==> config.mk <==
export PLATFORM = sky130hd
export DESIGN_NAME = reg_sink
export DESIGN_NICKNAME = d
export VERILOG_FILES = /design/src/rtl/reg_sink_pkg.sv /design/src/rtl/reg_sink_stage.sv /design/src/rtl/reg_sink.sv
export SDC_FILE = /design/constraint.sdc
export NUM_CORES = 1
export LEC_CHECK = 0
export ABC_AREA = 0
export CAP_MARGIN = 20
export CORE_MARGIN = 3
export CORE_UTILIZATION = 59
export DETAILED_ROUTE_END_ITERATION = 16
export GPL_ROUTABILITY_DRIVEN = 0
export PLACE_DENSITY_LB_ADDON = 0.3
export SLEW_MARGIN = 0
export SYNTH_ARGS = -nofsm -noshare
export SYNTH_HDL_FRONTEND = slang
export SYNTH_SLANG_ARGS = --single-unit
==> constraint.sdc <==
create_clock -name clk -period 5 [get_ports clk]
set_input_delay 1.5 -clock clk [delete_from_list [all_inputs] [get_ports clk]]
set_output_delay 1.5 -clock clk [all_outputs]
set_load 0.02 [all_outputs]
==> src/rtl/reg_sink_pkg.sv <==
// Shared constants and helpers for the destination register sink.
// NULL_INDEX is the single definition also used by the destination muxer.
package reg_sink_pkg;

  localparam int              NUM_REGS   = 16;
  localparam int              REG_W      = 32;
  localparam logic [32-1:0]   NULL_INDEX = 32'h0000_0010;

  typedef enum logic [1:0] {
    WR_IDLE  = 2'd0,
    WR_STAGE = 2'd1,
    WR_DROP  = 2'd2
  } wr_kind_e;

  // An index names a real register only if it is in range and is not the null destination
  function automatic logic is_writable(input logic [REG_W-1:0] index,
                                       input logic [REG_W-1:0] num_regs,
                                       input logic [REG_W-1:0] null_index);
    return (index != null_index) && (index < num_regs);
  endfunction

endpackage

==> src/rtl/reg_sink_stage.sv <==
// One-entry staging register between the execute result and the register array.
// Produces the accept/ready handshake, the commit strobe and the discard strobe.
module reg_sink_stage
  import reg_sink_pkg::*;
#(
  parameter int unsigned        UUID     = 32'd0,
  parameter int                 NREGS    = 16,
  parameter logic [REG_W-1:0]   NULL_IDX = 32'h0000_0010,
  parameter int                 IDX_W    = 4
) (
  input  logic             clk,
  input  logic             rst,
  input  logic             wr_valid,
  input  logic [REG_W-1:0] wr_index,
  input  logic [REG_W-1:0] wr_data,
  input  logic             stall,
  output logic             wr_ready,
  output logic             commit,
  output logic             discard,
  output logic             stage_valid,
  output logic [IDX_W-1:0] stage_index,
  output logic [REG_W-1:0] stage_data
);

  wr_kind_e          wr_kind_s;
  logic              stage_valid_r;
  logic [IDX_W-1:0]  stage_index_r;
  logic [REG_W-1:0]  stage_data_r;
  logic              unused_uuid_s;

  assign unused_uuid_s = ^UUID;

  // A full stage that is stalled cannot take another write
  assign wr_ready = !(stage_valid_r && stall);
  assign commit   = stage_valid_r && !stall;
  assign discard  = (wr_kind_s == WR_DROP);

  // Classify the write accepted this cycle
  always_comb begin
    wr_kind_s = WR_IDLE;
    if (wr_valid && wr_ready) begin
      if (is_writable(wr_index, REG_W'(NREGS), NULL_IDX)) begin
        wr_kind_s = WR_STAGE;
      end else begin
        wr_kind_s = WR_DROP;
      end
    end else begin
      wr_kind_s = WR_IDLE;
    end
  end

  // Staging register: a new write refills the stage in the same edge it commits
  always_ff @(posedge clk) begin
    if (rst) begin
      stage_valid_r <= 1'b0;
      stage_index_r <= '0;
      stage_data_r  <= '0;
    end else begin
      case (wr_kind_s)
        WR_STAGE: begin
          stage_valid_r <= 1'b1;
          stage_index_r <= wr_index[IDX_W-1:0];
          stage_data_r  <= wr_data;
        end
        default: begin
          if (commit) begin
            stage_valid_r <= 1'b0;
          end
        end
      endcase
    end
  end

  assign stage_valid = stage_valid_r;
  assign stage_index = stage_index_r;
  assign stage_data  = stage_data_r;

endmodule

==> src/rtl/reg_sink.sv <==
// Destination-side register sink: staged commit into a 16-entry register file,
// two combinational read ports with stage bypass, commit and discard counters.
module reg_sink #(
  parameter int unsigned  UUID       = 32'd0,
  parameter string        NAME       = "",
  parameter int           NUM_REGS   = reg_sink_pkg::NUM_REGS,
  parameter logic [31:0]  NULL_INDEX = reg_sink_pkg::NULL_INDEX
) (
  input  logic        clk,
  input  logic        rst,
  input  logic        Wr_valid,
  output logic        Wr_ready,
  input  logic [31:0] Wr_index,
  input  logic [31:0] Wr_data,
  input  logic        Stall,
  input  logic [31:0] Rd_a_index,
  input  logic [31:0] Rd_b_index,
  output logic [31:0] Rd_a,
  output logic [31:0] Rd_b,
  output logic [31:0] Commit_count,
  output logic [31:0] Discard_count
);
  import reg_sink_pkg::*;

  localparam int IDX_W = (NUM_REGS > 1) ? $clog2(NUM_REGS) : 1;

  logic [REG_W-1:0]  regs_r [NUM_REGS];
  logic [31:0]       commit_count_r;
  logic [31:0]       discard_count_r;
  logic              commit_s;
  logic              discard_s;
  logic              stage_valid_s;
  logic [IDX_W-1:0]  stage_index_s;
  logic [REG_W-1:0]  stage_data_s;
  logic              unused_name_s;

  assign unused_name_s = (NAME == "");

  reg_sink_stage #(
    .UUID     (UUID ^ 32'h5354_4745),
    .NREGS    (NUM_REGS),
    .NULL_IDX (NULL_INDEX),
    .IDX_W    (IDX_W)
  ) u_stage (
    .clk         (clk),
    .rst         (rst),
    .wr_valid    (Wr_valid),
    .wr_index    (Wr_index),
    .wr_data     (Wr_data),
    .stall       (Stall),
    .wr_ready    (Wr_ready),
    .commit      (commit_s),
    .discard     (discard_s),
    .stage_valid (stage_valid_s),
    .stage_index (stage_index_s),
    .stage_data  (stage_data_s)
  );

  // Register array, written only by the stage commit
  always_ff @(posedge clk) begin
    if (rst) begin
      for (int i = 0; i < NUM_REGS; i++) begin
        regs_r[i] <= '0;
      end
    end else if (commit_s) begin
      regs_r[stage_index_s] <= stage_data_s;
    end
  end

  // Commit and discard counters, wrapping modulo 2^32
  always_ff @(posedge clk) begin
    if (rst) begin
      commit_count_r  <= 32'd0;
      discard_count_r <= 32'd0;
    end else begin
      if (commit_s) begin
        commit_count_r <= commit_count_r + 32'd1;
      end
      if (discard_s) begin
        discard_count_r <= discard_count_r + 32'd1;
      end
    end
  end

  assign Commit_count  = commit_count_r;
  assign Discard_count = discard_count_r;

  // Read port A: out-of-range reads return zero, a staged write wins over the array
  always_comb begin
    Rd_a = '0;
    if (!is_writable(Rd_a_index, REG_W'(NUM_REGS), NULL_INDEX)) begin
      Rd_a = '0;
    end else if (stage_valid_s && (stage_index_s == Rd_a_index[IDX_W-1:0])) begin
      Rd_a = stage_data_s;
    end else begin
      Rd_a = regs_r[Rd_a_index[IDX_W-1:0]];
    end
  end

  // Read port B: same rules as port A, fully independent
  always_comb begin
    Rd_b = '0;
    if (!is_writable(Rd_b_index, REG_W'(NUM_REGS), NULL_INDEX)) begin
      Rd_b = '0;
    end else if (stage_valid_s && (stage_index_s == Rd_b_index[IDX_W-1:0])) begin
      Rd_b = stage_data_s;
    end else begin
      Rd_b = regs_r[Rd_b_index[IDX_W-1:0]];
    end
  end

endmodule

# --- Word level (Yosys, flattened, before mapping) ---
# Memories as Yosys holds them, arrays and structs flattened.
# Cells that the tools add are included.
totals:
  ram_bits: 512
  mem_count: 1
  wordCells: 46
  output_inout_bits: 129
  ff_bits: 101
mem_list:
  columns: ["name", "depth", "width", "read_ports", "rd_ports_with_merged_regs", "write_ports", "line_no", "text"]
  rows:
  - ["regs_r", 16, 32, 2, 0, 16, "reg_sink.sv:27", "logic [REG_W-1:0] regs_r [NUM_REGS];"]
op_classes:
  eq_ne: 7
  add_sub_neg: 2
  n_reduce_logical: 12
  magnitude_cmp: 3
  muxes: 16
op_table:
  columns: ["op", "n"]
  rows:
  - ["$mux W32", 5]
  - ["$lt A32 B5 Y1 const B", 3]
  - ["$ne A32 B5 Y1 const B", 3]
  - ["$add A32 B1 Y32 const B", 2]
  - ["$reduce_or A32 Y1", 1]
  - ["$eq A4 B4 Y1", 2]
  - ["$logic_and A1 B1 Y1", 8]
  - ["$mux W1", 8]
  - ["$mux W2", 2]
  - ["$mux W4", 1]
  - ["$eq A2 B1 Y1 const B", 1]
  - ["$eq A2 B2 Y1 const B", 1]
  - ["$logic_not A1 Y1", 2]
  - ["$reduce_bool A2 Y1", 1]

# --- Logic depth before layout (Yosys ltp) ---
logic_depth:
  depth_word: 7
  mapped_depth: 8
  mapped_depth_nobuf: 6

# --- Cells and area by module ---
# Synthesis repeated with hierarchy kept, for this count alone.
unflattened:
  hier_cells: 2343
  area_unflattened_um2: 32095.8
modules_own_cells:
  columns: ["module", "instances", "area_each_um2", "cells_per_inst", "seq_area_each_um2"]
  rows:
  - ["reg_sink", 1, 30301.6, 2168, 16656.0]
  - ["reg_sink_stage", 1, 1794.2, 175, 740.7]

# --- Worst setup path before layout ---
# No wires, ideal clock.
synth_timing:
  path_kind: "input to output"
  start: "input Rd_a_index[0]"
  end: "output Rd_a[10]"
  path_slack_ns: 0.297
  cell_stages: 7
  arrival_ns: 3.203
  required_time_ns: 3.500
  path_cell_list: "clkbuf_1 > buf_2 > buf_2 > mux4_2 > a22oi_1 > nand2_1 > a22o_1"
synth_via:
  elab_chain_cells: 4
synth_rtl:
  columns: ["item", "line_no", "text"]
  rows:
  - ["from (decl)", "reg_sink.sv:16", "input logic [31:0] Rd_a_index,"]
  - ["branches (longest 3 deep; another with $lt A32 B5 Y1)", null, null]
  - ["$mux W32 (*)", "reg_sink.sv:91", "if (!is_writable(Rd_a_index, REG_W'(NUM_REGS), NULL_INDEX)) begin"]
  - ["to (decl)", "reg_sink.sv:18", "output logic [31:0] Rd_a,"]
# Mark *: on every way between the ends.

# --- Worst setup path after layout ---
layout_timing:
  start: "input Rd_b_index[0]"
  end: "output Rd_b[15]"
layout_via:
  elab_chain_cells: 4
layout_rtl:
  columns: ["item", "line_no", "text"]
  rows:
  - ["from (decl)", "reg_sink.sv:17", "input logic [31:0] Rd_b_index,"]
  - ["branches (longest 3 deep; another with $lt A32 B5 Y1)", null, null]
  - ["$mux W32 (*)", "reg_sink.sv:103", "if (!is_writable(Rd_b_index, REG_W'(NUM_REGS), NULL_INDEX)) begin"]
  - ["to (decl)", "reg_sink.sv:19", "output logic [31:0] Rd_b,"]
# Marked as above.

==> flow_metrics.env <==
export IMPL_vdd_drop_max_mv=0.280
export IMPL_cp_start_kind="input port"
export IMPL_ctsHtreeMaxLevel=2
export IMPL_reg2reg_slack_ns=2.17
export IMPL_drt_initial_drc_count=3133
export IMPL_tightest_slew_ns=0.979
export IMPL_powerDensity_nw_per_um2=302
export IMPL_io_pins=261
export IMPL_finalHoldViolCount=0
export IMPL_placed_area_um2=36300
export IMPL_whs_ns=0.497
export IMPL_fin_area_um2=38600
export IMPL_drt_pass1_iterations=7
export IMPL_leakage_nw=13.5
export IMPL_dp_hpwl_um=60900
export IMPL_cts_tree="done"
export IMPL_cts_sinks=613
export IMPL_dpl_cell_count=3207
export IMPL_ctsRootBufferMaster="clkbuf_16"
export IMPL_grt_total_usage_pct=34.9
export IMPL_ant_nets=0
export IMPL_tns_ns=-0.00413
export IMPL_multi_input_area_um2=13700
export IMPL_grt_max_degree=90
export IMPL_min_delay_path_class="flop to flop"
export IMPL_skew_ns=0.0293
export IMPL_final_util_pct=72.9
export IMPL_clk_transition_reported_paths_ns=0.06
export IMPL_fmax_mhz=200
export IMPL_grt_pass1_vias=23900
export IMPL_cts_inserted_buffers=61
export IMPL_antenna_found_initial=4
export IMPL_rr_startpoint="u_stage.stage_valid$_SDFFE_PP0P_"
export IMPL_final_nets=2740
export IMPL_ys_flop_type="edfxtp_1"
export IMPL_drive_gt1_share_pct=24.6
export IMPL_start_util_pct=60.2
export IMPL_required_ns=3.50
export IMPL_vias=23300
export IMPL_syn_avg_cell_area_um2=13.4
export IMPL_areaGrowthSynthToFinish_pct=21.1
export IMPL_synth_edff_count=512
export IMPL_p_total_mw=11.7
export IMPL_violations="negative setup slack"
export IMPL_setup_ws_ns=-0.00413
export IMPL_endpoint="Rd_b[15]"
export IMPL_route_detailed_wl_per_inst_um=30.6
export IMPL_rows=84
export IMPL_arrival_ns=3.50
export IMPL_grt_pass1_wl_um=147000
export IMPL_reg2reg_depth=6
export IMPL_critPathMaxFanout=12
export IMPL_r2r_end="regs_r[0][5]$_SDFFCE_PN0P_"
export IMPL_fin_crit_sh_pct=100
export IMPL_synthCells=2373
export IMPL_die_area_um2=56800
export IMPL_pre_cts_slack_ns=-0.925
export IMPL_setup_worst_path_end_class="output pin"
export IMPL_relSlewSlack_pct=34.7
export IMPL_clockBufferDepth=3
export IMPL_vias_per_cell=6.97
export IMPL_clock_latency_ns=0.65
export IMPL_synth_area_um2=31900
export IMPL_die_w_um=238
export IMPL_die_h_um=238
export IMPL_synth_cell_type_count=56
export IMPL_setup_violations=1
export IMPL_async_flop_share_pct=0
export IMPL_max_cap_violations=0
export IMPL_yosys_register_bits=613
export IMPL_yosysWarnings=0
export IMPL_grt_ovfl_total=0
export IMPL_syn_nets=2507
export IMPL_seq_area_frac_synth_pct=54.6
export IMPL_layout_cells_non_filler=3348
export IMPL_fillers=3277
export IMPL_drv_slew=0
export IMPL_routed_wl_um=103000
export IMPL_core_um2=53000
export IMPL_port_buffers=260
export IMPL_status="finished, violations left"
export IMPL_regArea_um2=17400
export IMPL_min_period_ns=5.00
export IMPL_route_detailed_drc=0
export IMPL_critical_path_class="input port to output pin"
export IMPL_cp_startpoint="Rd_b_index[0]"
==> flip-flops by register name, indices dropped and copies added (netlist names) <==
name	count
regs_r	512
u_stage.stage_valid	1
Discard_count	32
Commit_count	32
u_stage.stage_data	32
u_stage.stage_index	4
==> what timing repair did <==
item | 4_1_cts | 5_1_grt
resized for setup | 176 | 97
buffers inserted | 12 | 4
pin swaps | 3 | 7
setup endpoints to repair | 64 | 63
gates cloned | 2 | 6
hold buffers | 0 | 0
==> where the power goes <==
group          total [mW]  switching [mW]  internal, mW
clock                4.63            2.02          2.61
sequential           5.86           0.121          5.74
combinational        1.18           0.575         0.605
total                11.7            2.71          8.95
==> worst min-delay path by stage <==
stage,from,endpoint,slack [ns],cells after the start
2_1_floorplan,Discard_count[31]$_SDFFE_PP0N_,Discard_count[31]$_SDFFE_PP0N_,0.56,2
3_3_place_gp,Discard_count[10]$_SDFFE_PP0N_,Discard_count[10]$_SDFFE_PP0N_,0.48,2
3_5_place_dp,Discard_count[10]$_SDFFE_PP0N_,Discard_count[10]$_SDFFE_PP0N_,0.50,2
4_1_cts,Discard_count[10]$_SDFFE_PP0N_,Discard_count[10]$_SDFFE_PP0N_,0.50,2
5_1_grt,Discard_count[10]$_SDFFE_PP0N_,Discard_count[10]$_SDFFE_PP0N_,0.55,2
6_report,Discard_count[10]$_SDFFE_PP0N_,Discard_count[10]$_SDFFE_PP0N_,0.50,2
==> synth_stat cells (2+ instances only) <==
library cell / instances / area share [%]
o2111ai_1: 4 / 0.11
a21oi_1: 62 / 0.97
or4_2: 2 / 0.055
ha_1: 2 / 0.078
nor2_1: 63 / 0.74
nand3_1: 20 / 0.31
buf_1: 38 / 0.45
a22o_1: 64 / 1.8
nand4b_1: 2 / 0.055
buf_2: 29 / 0.46
nand2_1: 160 / 1.9
a22oi_1: 128 / 3.0
nor2b_1: 7 / 0.14
and4_1: 8 / 0.22
clkbuf_1: 181 / 2.1
mux4_2: 256 / 18
dfxtp_1: 101 / 6.3
o31ai_1: 6 / 0.14
xor2_1: 12 / 0.33
nor3_1: 10 / 0.16
mux2i_1: 2 / 0.063
and3_1: 6 / 0.12
nor4_1: 36 / 0.71
and2_1: 520 / 10
or3_1: 13 / 0.26
or3_2: 3 / 0.071
inv_1: 9 / 0.11
edfxtp_1: 512 / 48
or4_1: 7 / 0.16
xnor2_1: 32 / 0.88
nand4_1: 17 / 0.33
o21ai_0: 19 / 0.30
nand2b_1: 3 / 0.059
or2_2: 17 / 0.33
==> worst max-delay path, stage by stage <==
cell             delay, ns
clkbuf_8              0.20
buf_12                0.19
buf_12                0.18
mux4_2                0.51
a22oi_1               0.33
nand2_1               0.13
a22o_1                0.19
clkdlybuf4s15_2       0.25
==> metal layers <==
metal  GRT usage (%)  up-vias  part of all wire (%)
met5           0.337        -                 0.068
met4            18.1        8                   5.1
met3            10.6      379                    14
met2            55.0     1903                    47
met1            44.1    11600                    34
li1                -     9456                     -
==> final cells by class <==
cell class / instances / share of cell area, %
clock inverters: 35 / 0.846
clock buffers: 79 / 4.32
multi-input cells: 1504 / 35.6
diodes: 3 / 0.0194
inverters: 9 / 0.0875
well taps: 688 / 2.23
repair buffers: 417 / 11.9
flip-flops and latches: 613 / 45.1
==> layout by cell type, fill, tap and decap left out, drive strengths merged, types with 11 or more instances in the layout <==
cell type	Yosys	routed
o21ai	20	20
nor2	63	63
nand2	160	160
clkdlybuf4s15	0	14
nand3	20	20
buf	68	186
edfxtp	512	512
mux4	256	256
clkdlybuf4s50	0	171
or2	18	18
clkinv	0	23
a21oi	62	62
and2	520	520
dfxtp	101	101
or3	17	17
nor4	37	37
inv	9	13
xor2	12	12
xnor2	32	32
nand4	18	18
dlymetal6s2s	0	20
a22oi	128	128
nor3	11	11
a22o	64	64
clkbuf	181	105
==> kinds of logic after synthesis <==
family | after synthesis | synth area share (%)
xor gates and xnor gates | 44 | 1.21
adders and majority gates | 2 | 0.0785
muxes | 258 | 18.2
buffers and inverters | 258 | 3.16
and+or+nand+nor | 906 | 16.2
DFF | 613 | 54.6
AOI/OAI and AO/OA | 292 | 6.59
Note: power is estimated with default switching activity, not from simulation.
